===== src/rtl/apb4_master.sv =====
// rtl/apb4_master.sv - single-outstanding APB4 initiator with PREADY timeout
//
// Purpose:
//   Converts a valid/ready request port into APB4 SETUP/ACCESS transfers and
//   returns the outcome on a valid/ready response port. A wait counter aborts
//   a transfer whose slave never raises PREADY.
//
// Ports:
//   PCLK, PRESETn                      clock (rising edge), async active-low reset
//   req_valid/req_ready                request handshake
//   req_write/addr/wdata/strb/prot     request payload
//   rsp_valid/rsp_ready                response handshake
//   rsp_rdata/rsp_err/rsp_timeout      response payload
//   PSEL/PENABLE/PADDR/PWRITE/
//   PWDATA/PSTRB/PPROT                 APB4 master outputs
//   PRDATA/PREADY/PSLVERR              APB4 slave returns

module apb4_master #(
  parameter int PADDR_SIZE = 16,
  parameter int PDATA_SIZE = 32,
  parameter int TIMEOUT    = 256
) (
  input  logic                    PCLK,
  input  logic                    PRESETn,
  input  logic                    req_valid,
  output logic                    req_ready,
  input  logic                    req_write,
  input  logic [PADDR_SIZE-1:0]   req_addr,
  input  logic [PDATA_SIZE-1:0]   req_wdata,
  input  logic [PDATA_SIZE/8-1:0] req_strb,
  input  logic [2:0]              req_prot,
  output logic                    rsp_valid,
  input  logic                    rsp_ready,
  output logic [PDATA_SIZE-1:0]   rsp_rdata,
  output logic                    rsp_err,
  output logic                    rsp_timeout,
  output logic                    PSEL,
  output logic                    PENABLE,
  output logic [PADDR_SIZE-1:0]   PADDR,
  output logic                    PWRITE,
  output logic [PDATA_SIZE-1:0]   PWDATA,
  output logic [PDATA_SIZE/8-1:0] PSTRB,
  output logic [2:0]              PPROT,
  input  logic [PDATA_SIZE-1:0]   PRDATA,
  input  logic                    PREADY,
  input  logic                    PSLVERR
);

  localparam int STRB_W = PDATA_SIZE / 8;
  localparam int CNT_W  = (TIMEOUT < 1) ? 1 : $clog2(TIMEOUT + 1);
  localparam logic [CNT_W-1:0] CNT_LAST = (TIMEOUT == 0) ? '0 : CNT_W'(TIMEOUT - 1);

  typedef enum logic [1:0] {
    S_IDLE   = 2'd0,
    S_SETUP  = 2'd1,
    S_ACCESS = 2'd2,
    S_RESP   = 2'd3
  } state_t;

  state_t           r_state;
  state_t           w_next;
  logic [CNT_W-1:0] r_cnt;
  logic             w_accept;
  logic             w_in_access;
  logic             w_done;
  logic             w_timeout_hit;

  // Handshake/bus controls are pure decodes of the state register, so no
  // APB input can reach them combinationally and reset clears them at once.
  assign req_ready   = (r_state == S_IDLE);
  assign rsp_valid   = (r_state == S_RESP);
  assign PSEL        = (r_state == S_SETUP) || (r_state == S_ACCESS);
  assign PENABLE     = (r_state == S_ACCESS);

  assign w_accept      = req_valid && req_ready;
  assign w_in_access   = (r_state == S_ACCESS);
  assign w_done        = w_in_access && PREADY;
  // PREADY has priority: the timeout only fires on a cycle the slave is not ready.
  assign w_timeout_hit = (TIMEOUT != 0) && w_in_access && !PREADY && (r_cnt == CNT_LAST);

  always_ff @(posedge PCLK or negedge PRESETn) begin
    if (!PRESETn) begin
      r_state <= S_IDLE;
    end else begin
      r_state <= w_next;
    end
  end

  always_comb begin
    w_next = r_state;
    case (r_state)
      S_IDLE:   if (w_accept) w_next = S_SETUP;
      S_SETUP:  w_next = S_ACCESS;
      S_ACCESS: if (w_done || w_timeout_hit) w_next = S_RESP;
      S_RESP:   if (rsp_ready) w_next = S_IDLE;
      default:  w_next = S_IDLE;
    endcase
  end

  // Wait counter: cleared in SETUP so it reads 0 on the first ACCESS cycle.
  // Saturates so a disabled timeout (TIMEOUT=0) can never wrap it.
  always_ff @(posedge PCLK or negedge PRESETn) begin
    if (!PRESETn) begin
      r_cnt <= '0;
    end else if (r_state == S_SETUP) begin
      r_cnt <= '0;
    end else if (w_in_access && !PREADY && !w_timeout_hit && !(&r_cnt)) begin
      r_cnt <= r_cnt + 1'b1;
    end
  end

  // Request payload is captured only on acceptance, so the APB outputs stay
  // stable across SETUP/ACCESS and keep their last values afterwards.
  always_ff @(posedge PCLK or negedge PRESETn) begin
    if (!PRESETn) begin
      PADDR  <= '0;
      PWRITE <= 1'b0;
      PWDATA <= '0;
      PSTRB  <= '0;
      PPROT  <= '0;
    end else if (w_accept) begin
      PADDR  <= req_addr;
      PWRITE <= req_write;
      PWDATA <= req_wdata;
      PSTRB  <= req_write ? req_strb : {STRB_W{1'b0}};
      PPROT  <= req_prot;
    end
  end

  // Response fields only change when ACCESS ends, which keeps them stable
  // throughout RESP regardless of what the slave does afterwards.
  always_ff @(posedge PCLK or negedge PRESETn) begin
    if (!PRESETn) begin
      rsp_rdata   <= '0;
      rsp_err     <= 1'b0;
      rsp_timeout <= 1'b0;
    end else if (w_done) begin
      rsp_rdata   <= (!PWRITE && !PSLVERR) ? PRDATA : '0;
      rsp_err     <= PSLVERR;
      rsp_timeout <= 1'b0;
    end else if (w_timeout_hit) begin
      rsp_rdata   <= '0;
      rsp_err     <= 1'b1;
      rsp_timeout <= 1'b1;
    end
  end

endmodule

===== config.mk =====
export PLATFORM = sky130hd
export DESIGN_NAME = apb4_master
export DESIGN_NICKNAME = d
export VERILOG_FILES = /design/src/rtl/apb4_master.sv
export SDC_FILE = /design/constraint.sdc
export NUM_CORES = 1
export LEC_CHECK = 0
export BUFFER_PORTS_ARGS = -buffer_cell sky130_fd_sc_hd__buf_2
export CAP_MARGIN = 20
export CORE_MARGIN = 10
export CORE_UTILIZATION = 40
export CTS_CLUSTER_DIAMETER = 200
export DETAILED_ROUTE_END_ITERATION = 7
export PLACE_DENSITY = 0.71
export SLEW_MARGIN = 30
export SYNTH_ARGS = -nofsm -noshare
export SYNTH_HDL_FRONTEND = slang
export SYNTH_SLANG_ARGS = --single-unit

===== constraint.sdc =====
create_clock -name PCLK -period 3.9 [get_ports PCLK]
set_clock_uncertainty 0.2 [all_clocks]
set_input_delay 0.39 -clock PCLK [delete_from_list [all_inputs] [get_ports PCLK]]
set_output_delay 0.39 -clock PCLK [all_outputs]
set_load 0.01 [all_outputs]

==> metrics, run 1 <==
outcome=finished clean; non-filler instance count after layout=602; num rows=36; most common cell after layout, fill and taps aside=buf_2; cell area after synthesis=3910 um^2; Critical Setup Path Class=flop to flop; Clock Power Share=16.5%; cell area after placement=5000 um^2; detailed placement HPWL=7810 um; Pre-Repair DR Iteration Count=6; share of the clock period used by the worst path after layout=70.7%; Iteration-0 DRC Markers=125; vertical die dimension=119 um; total inserted antenna cells=0; maximum clock rate=0.363 GHz; via count=2890; global-route wire length before repair=16200 um; sequential-to-total area share from yosys stat=64.6%; antenna violations before repair=0; worst rel slew slack=51.5%; Post-Syn Instances=275; part of the power in combinational logic=40.4%; cell-internal power=2.65 mW; Via-to-Cell Ratio=4.80; Peak supply drop=366 uV; syn avg cell area=14.2 um^2; count of instances resized after the clock tree is built=0; post-layout total power=4.08 mW; count of pins over their slew limit=0; final setup vio count=0; maximum number of pins on one net before global-route repair=60; fraction of power consumed by sequential logic=43.1%; count of buffers from port buffering=187; Total Die Area=14100 um^2; leakage power=2.71 nW; RSZ-0062 raised after global routing=false; data required time at the worst endpoint=3.98 ns; vias in the first global route=3219; IO Pins=188; hold crit path type=primary input to flop; # DRC=0; final hold violations=0; most used cells in the layout excluding fill and tap cells=186 x buf_2, 101 x dfrtp_1, 53 x mux2_2; number of filler cells placed in the layout=868; Data arrival, critical path=2.84 ns; crit path time final=2.76 ns; power density normalized to cell area=781 nW/um^2; area growth from synthesis to final layout=33.6%; register bit count reported by yosys=101; starting density of the core=40.6%; Post-Syn Nets=377; overall global routing resource usage=13.7%; warnings from Yosys=0; Global Route met1 Usage=16.3%; standard cell core area=9640 um^2; share of total power consumed by net switching=35.0%; final instance area=5230 um^2; depth of the worst register-to-register path=7; most common cell type on the critical path=ha_1; Hold Path Cell Cnt=2; setup tns final=0 ns; CTS tree=done; slowest CP cell=or4b_1; largest incremental delay on the critical path=0.77 ns; GR peak layer=met2; number of library cell types mapped by synthesis=27; clk buf depth=2; net switching power=1.43 mW; Worst Setup Start Kind=flop; endpoint type of the worst setup path=flop; CTS Hold Buffers Added=1; fraction of layout cells with a size suffix above 1=56.5%; width of the die=119 um; Cell Count Post-Placement=585; TritonCTS Buffers=9; Final Net Count=566; sink count of the clock tree=101; crit path max fanout=16; routed wire length=10000 um; # Post-CTS Setup Buffers=0; GR Layer Usage met2=21.1%; Clock H-tree levels=3; met3 Track Usage GR=7.23%; Reg clk slew, reported paths=0.11 ns; max-cap viol count=0; overall overflow remaining after global route=0; clock tree root buffer cell=clkbuf_8; Worst-Margin Slew=0.728 ns; post-route antenna net violation count=0; Clk Latency, worst-skew pair=0.35 ns; cells traversed along the worst timing path=ha_1, nand3_1, nor2_1, ha_1, or4b_1, or4_1, a21oi_1; post-detailed-route wirelength per cell=16.6 um; Final GP Congestion=0.728
[metrics by stage]
step	util [%]	hold WS, ns	worst slack, ns
finish	54.2	0.0368	1.14
global route	54.2	0.0121	0.987
CTS	54.2	0.0205	1.14
detailed placement	51.9	0.275	1.14
global placement	51.9	0.260	1.24
floorplan	-	-0.106	1.49
[Yosys cell counts]
library cell | count | area [um^2]
or4_1 | 4 | 30.0
a2bb2oi_1 | 1 | 8.76
nor2_1 | 6 | 22.5
nand3_1 | 3 | 15.0
nor3_1 | 1 | 5.00
clkbuf_2 | 1 | 5.00
nand2_1 | 13 | 48.8
mux2_2 | 53 | 597
dfrtp_1 | 101 | 2530
xor2_1 | 1 | 8.76
a21oi_1 | 10 | 50.1
a222oi_1 | 1 | 10.0
or3_1 | 2 | 12.5
mux2i_1 | 1 | 10.0
a22oi_1 | 1 | 7.51
buf_1 | 6 | 22.5
o21ai_1 | 1 | 5.00
buf_2 | 1 | 5.00
nand4_1 | 1 | 6.26
or2_2 | 1 | 6.26
or4b_1 | 1 | 10.0
o31ai_1 | 4 | 30.0
ha_1 | 8 | 100
a22o_1 | 32 | 280
o21ai_0 | 6 | 30.0
clkbuf_1 | 7 | 26.3
inv_1 | 8 | 30.0
[path summary, 6_finish.rpt]
check | startpoint | endpoint | slack (ns)
max | r_cnt[0] | r_cnt[7] | 1.14
min | PRDATA[25] | rsp_rdata[25] | 0.04
max reg2reg | r_cnt[0] | r_cnt[7] | 1.14
min reg2reg | PSTRB[1] | PSTRB[1] | 0.29
max in group asynchronous | PRESETn | PADDR[3] | 2.28
min in group asynchronous | PRESETn | rsp_rdata[1] | 0.43
[cell type report]
type / instances / area [um^2] / area share (%)
Clock buffer: 9 / 124 / 2.37
Clock inverter: 7 / 81.3 / 1.56
Inverter: 8 / 30.0 / 0.575
Multi-Input combinational cell: 151 / 1310 / 25.1
Tap cell: 133 / 166 / 3.18
Timing Repair Buffer: 193 / 986 / 18.9
Sequential cell: 101 / 2530 / 48.4
[per-layer routing]
layer	wire length [um]	share of wire, %	up-vias
met2	4470	45	140
met5	0	0	-
met3	1110	11	9
li1	-	-	1363
met4	111	1.1	0
met1	4330	43	1378
[worst max-delay path: cells and delay by family (launching register included)]
family                   cells  cell delay, ns
AO/OA/AOI/OAI                1            0.15
adder cells (fa/ha/maj)      2            0.47
flip-flops                   1            0.42
AND/OR/NAND/NOR              4            1.45
[cells by family after synthesis]
family                   share of synthesized area [%]
AO/OA/AOI/OAI                                     10.8
flip-flops                                        64.6
multiplexers                                      15.5
buffers and inverters                             2.27
XOR/XNOR                                         0.224
adder cells (fa/ha/maj)                           2.56
AND/OR/NAND/NOR                                   4.00
[power groups by stage]
stage               combinational, mW  clock [mW]  sequential (mW)
floorplan                       0.704           0             2.00
global placement                 1.65           0             1.76
detailed placement               1.70           0             1.77
CTS                              1.69       0.702             1.76
global route                     1.81       0.748             1.82
finish                           1.65       0.673             1.76
[state kept, by name, indices dropped and copies added (netlist names)]
| register | cells |
|---|---|
| r_cnt | 9 |
| rsp_timeout | 1 |
| PPROT | 3 |
| r_state | 2 |
| PSTRB | 4 |
| PWRITE | 1 |
| PWDATA | 32 |
| rsp_err | 1 |
| rsp_rdata | 32 |
| PADDR | 16 |
Power figures use the tool's default switching activity.
==> inputs of run 2 (changes only) <==
--- a/config.mk
+++ b/config.mk
@@ -5,13 +5,14 @@
 export SDC_FILE = /design/constraint.sdc
 export NUM_CORES = 1
 export LEC_CHECK = 0
+export ABC_AREA = 1
 export BUFFER_PORTS_ARGS = -buffer_cell sky130_fd_sc_hd__buf_2
 export CAP_MARGIN = 20
 export CORE_MARGIN = 10
 export CORE_UTILIZATION = 40
 export CTS_CLUSTER_DIAMETER = 200
 export DETAILED_ROUTE_END_ITERATION = 7
-export PLACE_DENSITY = 0.71
+export PLACE_DENSITY = 0.7
 export SLEW_MARGIN = 30
 export SYNTH_ARGS = -nofsm -noshare
 export SYNTH_HDL_FRONTEND = slang
==> constraint.sdc (replaced) <==
create_clock -name PCLK -period 2.8 [get_ports PCLK]
set_clock_uncertainty 0.2 [all_clocks]
set_input_delay 0.28 -clock PCLK [delete_from_list [all_inputs] [get_ports PCLK]]
set_output_delay 0.28 -clock PCLK [all_outputs]
set_load 0.01 [all_outputs]
==> run 2 against run 1 <==
  * Clock-buffer cell count unchanged
  * Highest routed layer unchanged
  * Fmax rose by 22%
  * Critical path depth increased by 2
  * Combinational power is 33% higher
  * Non-clock buffer count grew 86
  * Critical path type unchanged
  * Cell count increased by 48%
  * Total power up 35%
  * Design area up 21%
  * Routed wire length grew 34%
  * Sequential cell count stayed put
  * Clock power rose by 47%
==> metrics, run 2 <==
CTS Hold Buffers Added=88; sequential-to-total area share from yosys stat=60.7%; Via-to-Cell Ratio=4.71; async set or reset register ratio after synthesis=100%; number of flops mapped to enable cells by yosys=0; TritonCTS Buffers=9; worst rel slew slack=40.1%; antenna violations before repair=1; Pre-Repair DR Iteration Count=4; count of instances resized after the clock tree is built=0; area growth from synthesis to final layout=51.2%; Worst-Margin Slew=0.893 ns; most common cell type on the critical path=nand2_1; Area contributors post-synth=dfrtp_1 61%, nand2_1 23%, nand3_1 4.8%; Post-Syn Instances=478; slowest CP cell=dfrtp_1; setup tns final=0 ns; Clock Power Share=18.0%; Data arrival, critical path=2.29 ns; power density normalized to cell area=872 nW/um^2; share of the clock period used by the worst path after layout=80.5%; # DRC=0; fraction of power consumed by sequential logic=42.1%; standard cell core area=10200 um^2; synthesized-area fraction occupied by ao, oa, aoi and oai cells=2.10%; Post-Synth Adder-Cell Area=2.40%; fraction of the mapped netlist area in simple logic gates=30.0%; number of filler cells placed in the layout=828; Clk Latency, worst-skew pair=0.35 ns; overall global routing resource usage=17.8%; largest incremental delay on the critical path=0.41 ns; fraction of layout cells with a size suffix above 1=28.3%; num rows=37; cell area after synthesis=4170 um^2; Cell Count Post-Placement=785; CTS tree=done; cells traversed along the worst timing path=ha_1, nand2_1, nor4_1, ha_1, nand3_1, nand2_1, inv_2, nand2_1, nand2_1; number of library cell types mapped by synthesis=21; register bit count reported by yosys=101; width of the die=122 um; outcome=finished clean; cell-internal power=3.35 mW; most common cell after layout, fill and taps aside=nand2_1; final instance area=6300 um^2; part of the power in combinational logic=39.9%; IO Pins=188; multiplexer share of the synthesized area=0%; starting density of the core=40.7%; biggest registers after layout=PWDATA x32, rsp_rdata x32, PADDR x16; # Post-CTS Setup Buffers=0; share of total power consumed by net switching=39.1%; maximum clock rate=0.444 GHz; most instantiated library cell after synthesis=nand2_1; final hold violations=0; most used cells in the layout excluding fill and tap cells=252 x nand2_1, 186 x buf_2, 101 x dfrtp_1; Worst Setup Start Kind=flop; main combinational cell family by area after synthesis=simple AND/OR/NAND/NOR gates; count of buffers from port buffering=187; predominant post-synthesis flop cell=dfrtp_1; final setup vio count=0; count of pins over their slew limit=0; Iteration-0 DRC Markers=335; routed wire length=13400 um; Synth top cells by count=253 x nand2_1, 101 x dfrtp_1, 40 x nand3_1; vertical die dimension=122 um; cell accounting for the most synthesized area=dfrtp_1; clock tree root buffer cell=clkbuf_8; Post-Syn Nets=580; max-cap viol count=0; global-route wire length before repair=21600 um; Final Net Count=850; Peak supply drop=506 uV; Total Die Area=14900 um^2; crit path max fanout=33; syn avg cell area=8.72 um^2; overall overflow remaining after global route=0; endpoint type of the worst setup path=flop; sink count of the clock tree=101; crit path time final=2.25 ns; maximum number of pins on one net before global-route repair=60; Final GP Congestion=0.830; vias in the first global route=4299; Post-Synth XOR/XNOR Area=0%; net switching power=2.15 mW; Reg clk slew, reported paths=0.09 ns; RSZ-0062 raised after global routing=false; Critical Setup Path Class=flop to flop; Clock H-tree levels=3; clk buf depth=2; cell area after placement=5200 um^2; detailed placement HPWL=8760 um; Yosys top cell area share=60.7%; hold crit path type=primary input to flop; register-to-register setup slack=0.55 ns; post-detailed-route wirelength per cell=15.0 um; leakage power=3.59 nW; post-route antenna net violation count=0; warnings from Yosys=0; via count=4193; non-filler instance count after layout=891; data required time at the worst endpoint=2.84 ns
## run 2: changes by cell type in the layout (fill, tap and decap cells not counted), sizes merged, moves of 7 or more
cell / before / now
nand2: 13 / 254
dlygate4sd3: 1 / 88
a21oi: 10 / 3
a22o: 32 / 0
nand3: 3 / 40
mux2: 53 / 0
inv: 10 / 20
## run 2: cell type report
type                       instances  area, um^2  area share, %
antenna                            2        5.00         0.0794
clock buffer                       9         124           1.97
clock inverter                     7        90.1           1.43
inverter                          22        82.6           1.31
multi-input combinational        335        1440           22.9
sequential                       101        2530           40.1
tap                              136         170           2.70
timing repair buffer             279        1860           29.5
## run 2: path summary, 6_finish.rpt
path / endpoint / start / cells past startpoint
setup / recovery: rsp_rdata[17] / r_cnt[1] / 9
hold / removal: PSTRB[2] / req_write / 3
setup reg to reg: rsp_rdata[17] / r_cnt[1] / 9
hold reg to reg: rsp_rdata[23] / rsp_rdata[23] / 2
max in group asynchronous: PWDATA[0] / PRESETn / 3
min in group asynchronous: rsp_rdata[3] / PRESETn / 2
## run 2: per-layer routing
| metal | vias up | routed length [um] | global-route usage, % |
|---|---|---|---|
| met5 | - | 0 | 0 |
| met4 | 0 | 106 | 5.08 |
| met3 | 10 | 1370 | 7.17 |
| met2 | 184 | 6310 | 28.3 |
| met1 | 1976 | 5620 | 22.0 |
| li1 | 2023 | - | - |
## run 2: worst max-delay path: cells and delay by family, from the launching register on
kind                     cells  cell delay (ns)
adder cells (fa/ha/maj)      2             0.47
flip-flops                   1             0.41
buffers and inverters        1             0.20
AND/OR/NAND/NOR              6             0.83
## run 2: cell families (layout without fill, tap and decap cells)
family          count (synthesis)  after routing
simple gates                  310            310
flops                         101            101
fa+ha+maj                       8              8
other cells                     0              2
compound gates                 17             17
buf+inv                        42            317
## run 2: power by group through the flow
| stage | logic (mW) | registers (mW) | clock network [mW] |
|---|---|---|---|
| after global routing | 2.48 | 2.38 | 1.09 |
| after CTS | 2.20 | 2.30 | 1.03 |
| final | 2.19 | 2.31 | 0.990 |
| after detailed placement | 2.11 | 2.31 | 0 |
| after floorplan | 0.936 | 2.56 | 0 |
| after global placement | 2.05 | 2.30 | 0 |
## run 2: per-stage QoR
step	worst slack [ns]	utilization [%]	power [mW]	hold slack (ns)
2_1_floorplan	0.884	-	3.49	-0.216
6_report	0.547	61.6	5.50	0.0301
5_1_grt	0.372	61.6	5.94	0.0179
4_1_cts	0.574	61.5	5.53	0.00176
3_3_place_gp	0.720	50.8	4.35	0.182
3_5_place_dp	0.645	50.8	4.42	0.181
